[config.mk]
export PLATFORM = sky130hd
export DESIGN_NAME = mem_ctrl
export DESIGN_NICKNAME = d
export VERILOG_FILES = /design/src/rtl/mem_ctrl.sv
export SDC_FILE = /design/constraint.sdc
export NUM_CORES = 1
export LEC_CHECK = 0
export CAP_MARGIN = 20
export CORE_UTILIZATION = 51
export DETAILED_ROUTE_END_ITERATION = 16
export GPL_TIMING_DRIVEN = 0
export PLACE_DENSITY = 0.81
export RECOVER_POWER = 100
export REMOVE_ABC_BUFFERS = 1
export SYNTH_ARGS = -nofsm -noshare
export SYNTH_HDL_FRONTEND = slang
export SYNTH_SLANG_ARGS = --single-unit
[constraint.sdc]
create_clock -name clk_in -period 5.95 [get_ports clk_in]
set_clock_uncertainty 0.15 [all_clocks]
set_input_delay 1.785 -clock clk_in [delete_from_list [all_inputs] [get_ports clk_in]]
set_output_delay 1.785 -clock clk_in [all_outputs]
set_load 0.01 [all_outputs]
[src/rtl/mem_ctrl.sv]
// mem_ctrl: byte-wide memory bus arbiter and sequencer shared by instruction fetch and the LSB.
//   clk_in, rst_in (sync, active high), rdy_in (pause), clear (flush from rob)
//   mem_din/mem_dout/mem_a/mem_wr: external byte bus; mem_din answers last cycle's mem_a
//   io_buffer_full: stalls writes into the I/O space (addr[17:16] == IO_TAG)
//   if_req/if_addr -> if_done/if_data: 4-byte little-endian fetch
//   lsb_req/lsb_wr/lsb_len/lsb_addr/lsb_wdata -> lsb_done/lsb_rdata: 1/2/4-byte load or store
//   busy: controller is not idle
//   Build option MEM_CTRL_RR_ARB_EN: round-robin arbitration instead of fixed LSB priority.
module mem_ctrl #(
    parameter int         ADDR_WIDTH = 32,
    parameter logic [1:0] IO_TAG     = 2'b11
) (
    input  logic                  clk_in,
    input  logic                  rst_in,
    input  logic                  rdy_in,
    input  logic                  clear,
    input  logic [7:0]            mem_din,
    output logic [7:0]            mem_dout,
    output logic [ADDR_WIDTH-1:0] mem_a,
    output logic                  mem_wr,
    input  logic                  io_buffer_full,
    input  logic                  if_req,
    input  logic [ADDR_WIDTH-1:0] if_addr,
    output logic                  if_done,
    output logic [31:0]           if_data,
    input  logic                  lsb_req,
    input  logic                  lsb_wr,
    input  logic [1:0]            lsb_len,
    input  logic [ADDR_WIDTH-1:0] lsb_addr,
    input  logic [31:0]           lsb_wdata,
    output logic                  lsb_done,
    output logic [31:0]           lsb_rdata,
    output logic                  busy
);
    typedef enum logic [1:0] {S_IDLE, S_IF, S_LR, S_LW} state_t;

    state_t                r_state, w_state_nx;
    logic [ADDR_WIDTH-1:0] r_addr, r_mem_a, w_addr;
    logic [31:0]           r_wd, r_buf, r_if_data, r_lsb_rdata, w_wd, w_buf_nx;
    logic [7:0]            r_mem_dout;
    logic [2:0]            r_n, r_cnt, r_cap, w_n, w_cnt, w_lsb_n;
    logic                  r_rd_act, r_rd_pend, r_mem_wr, r_if_done, r_lsb_done, r_busy;
    logic                  w_idle, w_rd_st, w_pick_lsb, w_grant, w_abort, w_wr, w_stall;
    logic                  w_issue, w_fin_rd, w_fin_wr;

`ifdef MEM_CTRL_RR_ARB_EN
    logic r_last_lsb;
    assign w_pick_lsb = lsb_req & ~(if_req & r_last_lsb);
`else
    assign w_pick_lsb = lsb_req;
`endif

    assign w_idle   = r_state == S_IDLE;
    assign w_rd_st  = r_state == S_IF || r_state == S_LR;
    assign w_grant  = w_idle & rdy_in & ~clear & ~r_if_done & ~r_lsb_done & (lsb_req | if_req);
    assign w_abort  = rdy_in & clear & w_rd_st;
    assign w_lsb_n  = (lsb_len == 2'd0) ? 3'd1 : (lsb_len == 2'd1) ? 3'd2 : 3'd4;
    // In IDLE the issue path works on the live request so byte 0 goes out on the grant edge
    assign w_addr   = w_idle ? (w_pick_lsb ? lsb_addr : if_addr) : r_addr;
    assign w_wd     = w_idle ? lsb_wdata : r_wd;
    assign w_n      = w_idle ? (w_pick_lsb ? w_lsb_n : 3'd4) : r_n;
    assign w_cnt    = w_idle ? 3'd0 : r_cnt;
    assign w_wr     = w_idle ? (w_pick_lsb & lsb_wr) : r_state == S_LW;
    assign w_stall  = w_wr & (w_addr[17:16] == IO_TAG) & io_buffer_full;
    assign w_issue  = rdy_in & (w_idle ? w_grant : ~w_abort) & (w_cnt < w_n) & ~w_stall;
    // Last lane may arrive on this edge (rd_pend) or may already have landed during a pause
    assign w_fin_rd = rdy_in & w_rd_st & ~clear & (r_cap == r_n || (r_rd_pend && r_cap + 3'd1 == r_n));
    // Writes finish one bubble cycle (mem_wr low) after the last byte
    assign w_fin_wr = rdy_in & (r_state == S_LW) & (r_cnt == r_n + 3'd1);

    always_comb begin
        w_buf_nx = r_buf;
        if (r_rd_pend) w_buf_nx[{r_cap[1:0], 3'b000} +: 8] = mem_din;
    end

    always_ff @(posedge clk_in) begin
        if (rst_in) r_state <= S_IDLE;
        else        r_state <= w_state_nx;
    end

    always_comb begin
        w_state_nx = !rdy_in ? r_state :
                     w_idle  ? (w_grant ? (w_pick_lsb ? (lsb_wr ? S_LW : S_LR) : S_IF) : S_IDLE) :
                     (w_abort | w_fin_rd | w_fin_wr) ? S_IDLE : r_state;
    end

    always_comb begin
        mem_a     = r_mem_a;
        mem_dout  = r_mem_dout;
        mem_wr    = r_mem_wr & rdy_in;
        if_done   = r_if_done;
        if_data   = r_if_data;
        lsb_done  = r_lsb_done;
        lsb_rdata = r_lsb_rdata;
        busy      = r_busy;
    end

    always_ff @(posedge clk_in) begin
        if (rst_in) begin
            r_addr      <= '0;
            r_wd        <= '0;
            r_n         <= '0;
            r_cnt       <= '0;
            r_cap       <= '0;
            r_buf       <= '0;
            r_rd_act    <= 1'b0;
            r_rd_pend   <= 1'b0;
            r_mem_a     <= '0;
            r_mem_dout  <= '0;
            r_mem_wr    <= 1'b0;
            r_if_done   <= 1'b0;
            r_if_data   <= '0;
            r_lsb_done  <= 1'b0;
            r_lsb_rdata <= '0;
            r_busy      <= 1'b0;
`ifdef MEM_CTRL_RR_ARB_EN
            r_last_lsb  <= 1'b0;
`endif
        end else begin
            // Capture runs even while paused so byte lanes never shift
            r_rd_pend <= r_rd_act & rdy_in & ~w_abort;
            if (r_rd_pend) begin
                r_buf <= w_buf_nx;
                r_cap <= r_cap + 3'd1;
            end
            if (rdy_in) begin
                r_busy     <= w_state_nx != S_IDLE;
                r_mem_wr   <= w_issue & w_wr;
                r_rd_act   <= w_issue & ~w_wr;
                r_if_done  <= w_fin_rd & (r_state == S_IF);
                r_lsb_done <= (w_fin_rd & (r_state == S_LR)) | w_fin_wr;
                r_cnt      <= (w_issue || (w_wr && w_cnt == w_n)) ? w_cnt + 3'd1 : w_cnt;
                if (w_fin_rd && r_state == S_IF) r_if_data <= w_buf_nx;
                if (w_fin_rd && r_state == S_LR) r_lsb_rdata <= w_buf_nx;
`ifdef MEM_CTRL_RR_ARB_EN
                if (w_fin_rd || w_fin_wr) r_last_lsb <= r_state != S_IF;
`endif
                if (w_issue) begin
                    r_mem_a <= w_addr + ADDR_WIDTH'(w_cnt);
                    if (w_wr) r_mem_dout <= w_wd[{w_cnt[1:0], 3'b000} +: 8];
                end
                if (w_grant) begin
                    r_addr <= w_addr;
                    r_wd   <= w_wd;
                    r_n    <= w_n;
                    r_buf  <= '0;
                    r_cap  <= '0;
                end
            end
        end
    end
endmodule

==> metrics.csv <==
metric,value,unit
Comb pwr share,13.3,%
"EDFF count, synth",0,
CP bufs+invs,2,
DRC viols,0,
Vias/cell,5.66,
relative slew slack,-55.7,%
# resized after CTS,0,
cells on worst reg2reg path,12,
most frequent cells in the layout,"dfxtp_1, nor2_1, clkdlybuf4s50_1, dlygate4sd3_1, nand2_1",
required time of the worst setup path,4.01,ns
core area,18600,um^2
CP arrival,3.49,ns
sequential share of power,44.8,%
critical setup path kind,primary input to primary output,
Peak Freq,0.184,GHz
first-pass GRT wire length,41000,um
initial antenna violation count,1,
maxcap violations,2,
worst-path maximum fanout,17,
Cell Int Power,0.00258,W
ys flop type,dfxtp_1,
hold path cells,2,
htree depth,1,
Critical Path Start Type,primary input,
synthesis-stage register bit count,217,
# port buffers,221,
stages on the worst setup path,3,
Mapped Cells,1110,
DRT Pass-1 Iters,5,
largest net degree at the start of global routing,107,
clock tree buffer depth,3,
yosys warns,0,
Slew Limit Fails,136,
asr flop ratio synth,0,%
max layer used,met4,
CTS tree,built,
Layout area overhead,31.4,%
HP Start,r_wd[15]$_SDFFE_PP0P_,
Netlist cell types,56,
metal3 WL,1470,um
Post-CTS Setup Bufs,0,
PwrDens,268,nW/um^2
Static Leakage,4.91,nW
Filler cells,1548,
initial core utilization,52.0,%
final count of negative-setup-slack endpoints,0,
total wire length,24900,um
"most common cell after layout, fill and taps aside",dfxtp_1,
critical path cell sequence,"dlygate4sd3_1, and2_0, clkdlybuf4s50_1",
Hold Buf Count CTS,0,
hold_ws,0.304,ns
top cell type by total area after synthesis,dfxtp_1,
worst vdd ir,0.000196,V
vias in the first global route,8151,
CTS root buffer,clkbuf_16,
Die Y-Extent,140,um
RR Startpoint,r_state[0]$_SDFF_PP0_,
Routed Antenna Nets,0,
gr usage total,25.6,%
RSZ-0062 raised after global routing,no,
IO Count,222,
via count,8697,
hold path endpoint,r_wd[15]$_SDFFE_PP0P_,
setup_tns,0,ns
later-pin clock latency in the skew report,0.51,ns
Area contributors post-synth,"dfxtp_1, nor2_1, a211oi_1",
Row Count,50,
clock-pin slew on the worst setup and hold paths,0.06,ns
Post-Syn Area,9690,um^2
number of DRC markers in iteration 0,478,
Avg Synthesized Cell Area,8.73,um^2
DR WL/cell,16.2,um
Routability Congestion,0.847,
Critical Path Slowest Stage Cell,dlygate4sd3_1,
Met1 Routed Length,10600,um
Worst-Margin Slew,2.34,ns
Tcrit/Tclk final,91.1,%
"Net count, final",1418,
share of layout cells above drive strength 1,7.15,%
final hold vios,0,
CP Capture Type,primary output,
"reg-to-reg slack, setup",1.32,ns
failing checks,"max-capacitance violations, max-slew violations",
Synth top area share,44.8,%
dpl hpwl,16800,um
GR Overflow Total,0,
die width,140,um
biggest cell delay along the critical path,0.94,ns
reg2reg end,mem_dout[2]$_SDFFE_PP0P_,
family with the most delay on the worst path,buffers and inverters,
post-synthesis sequential area ratio,44.8,%
sw frac,24.5,%
Worst Hold Class,flop to flop,
clk sinks,217,
status,finished with violations,
minimum clock period,5.42,ns
CTS Buf Count,24,
met2 WL,12200,um
sw power,0.000838,W
die area,19600,um^2
Clock power frac,41.9,%
## sequential cells by signal, indices dropped and copies added (netlist names), 8 cells and up
signal / count
mem_a: 32
r_addr: 32
mem_dout: 8
lsb_rdata: 32
r_buf: 32
r_wd: 32
if_data: 32
## cell type report
cell class | count | area, um^2 | share of cell area, %
multi-input cells | 793 | 4950 | 38.8
repair buffers | 231 | 2320 | 18.2
clock inverters | 5 | 53.8 | 0.422
clock buffers | 37 | 711 | 5.58
inverters | 18 | 67.6 | 0.530
well taps | 234 | 293 | 2.30
diodes | 1 | 2.50 | 0.0196
flip-flops and latches | 217 | 4340 | 34.1
## per-layer routing
metal / up-vias / GRT usage, %
li1: 4332 / -
met1: 4062 / 32.4
met2: 253 / 44.1
met3: 50 / 4.68
met4: 0 / 7.81
met5: - / 0
## power by group through the flow
stage | registers (W) | logic [W] | clock network [W]
after floorplan | 0.00157 | 0.000232 | 0
after global placement | 0.00156 | 0.000451 | 0
after detailed placement | 0.00156 | 0.000461 | 0
after CTS | 0.00153 | 0.000465 | 0.00145
after global routing | 0.00154 | 0.000499 | 0.00152
final | 0.00153 | 0.000455 | 0.00143
## worst max-delay path by stage
stage                          startpoint                  endpoint
floorplan           r_state[0]$_SDFF_PP0_  mem_dout[0]$_SDFFE_PP0P_
global placement                   rst_in       r_cap[0]$_SDFF_PP0_
detailed placement                 rdy_in                    mem_wr
CTS                                rdy_in                    mem_wr
global route                      lsb_req  mem_dout[7]$_SDFFE_PP0P_
finish                             rdy_in                    mem_wr
## cells by family after synthesis
| logic type | Yosys count | synth area share [%] |
|---|---|---|
| adders and majority gates | 19 | 2.53 |
| DFF | 217 | 44.8 |
| buffers and inverters | 100 | 4.48 |
| xor gates and xnor gates | 24 | 2.47 |
| AOI/OAI and AO/OA | 290 | 19.4 |
| and+or+nand+nor | 390 | 17.7 |
| muxes | 70 | 8.62 |
## worst reg2reg max path: stages (launching register included)
cell       delay [ns]
dfxtp_1          0.34
inv_1            0.11
ha_2             0.68
inv_1            0.55
a2bb2oi_1        0.34
ha_1             0.28
nor2b_1          0.13
o21ai_0          0.21
o2111a_1         0.53
nor2b_1          0.51
clkbuf_1         0.44
nor2_1           0.08
a211oi_1         0.21
## synth_stat cells, types with 14 or more instances
| cell | n |
|---|---|
| a211oi_1 | 86 |
| a21oi_1 | 92 |
| a22oi_1 | 32 |
| a31oi_1 | 15 |
| clkbuf_1 | 60 |
| dfxtp_1 | 217 |
| ha_1 | 18 |
| inv_1 | 18 |
| mux2_2 | 14 |
| mux2i_1 | 44 |
| nand2_1 | 104 |
| nand4_1 | 15 |
| nor2_1 | 200 |
| o21ai_0 | 31 |
| xnor2_1 | 14 |
## stage by stage
| stage | utilization, % | cell area (um^2) | power (W) | std cells | setup slack, ns |
|---|---|---|---|---|---|
| 2_1_floorplan | - | 9330 | 0.00180 | 1028 | -0.0132 |
| 3_3_place_gp | 63.5 | 11800 | 0.00201 | 1483 | -4.80 |
| 3_5_place_dp | 64.5 | 12000 | 0.00203 | 1492 | 0.579 |
| 4_1_cts | 68.6 | 12800 | 0.00345 | 1534 | 0.578 |
| 5_1_grt | 68.3 | 12700 | 0.00355 | 1536 | 0.298 |
| 6_report | 68.3 | 12700 | 0.00342 | 1536 | 0.527 |
Power figures use the tool's default switching activity.
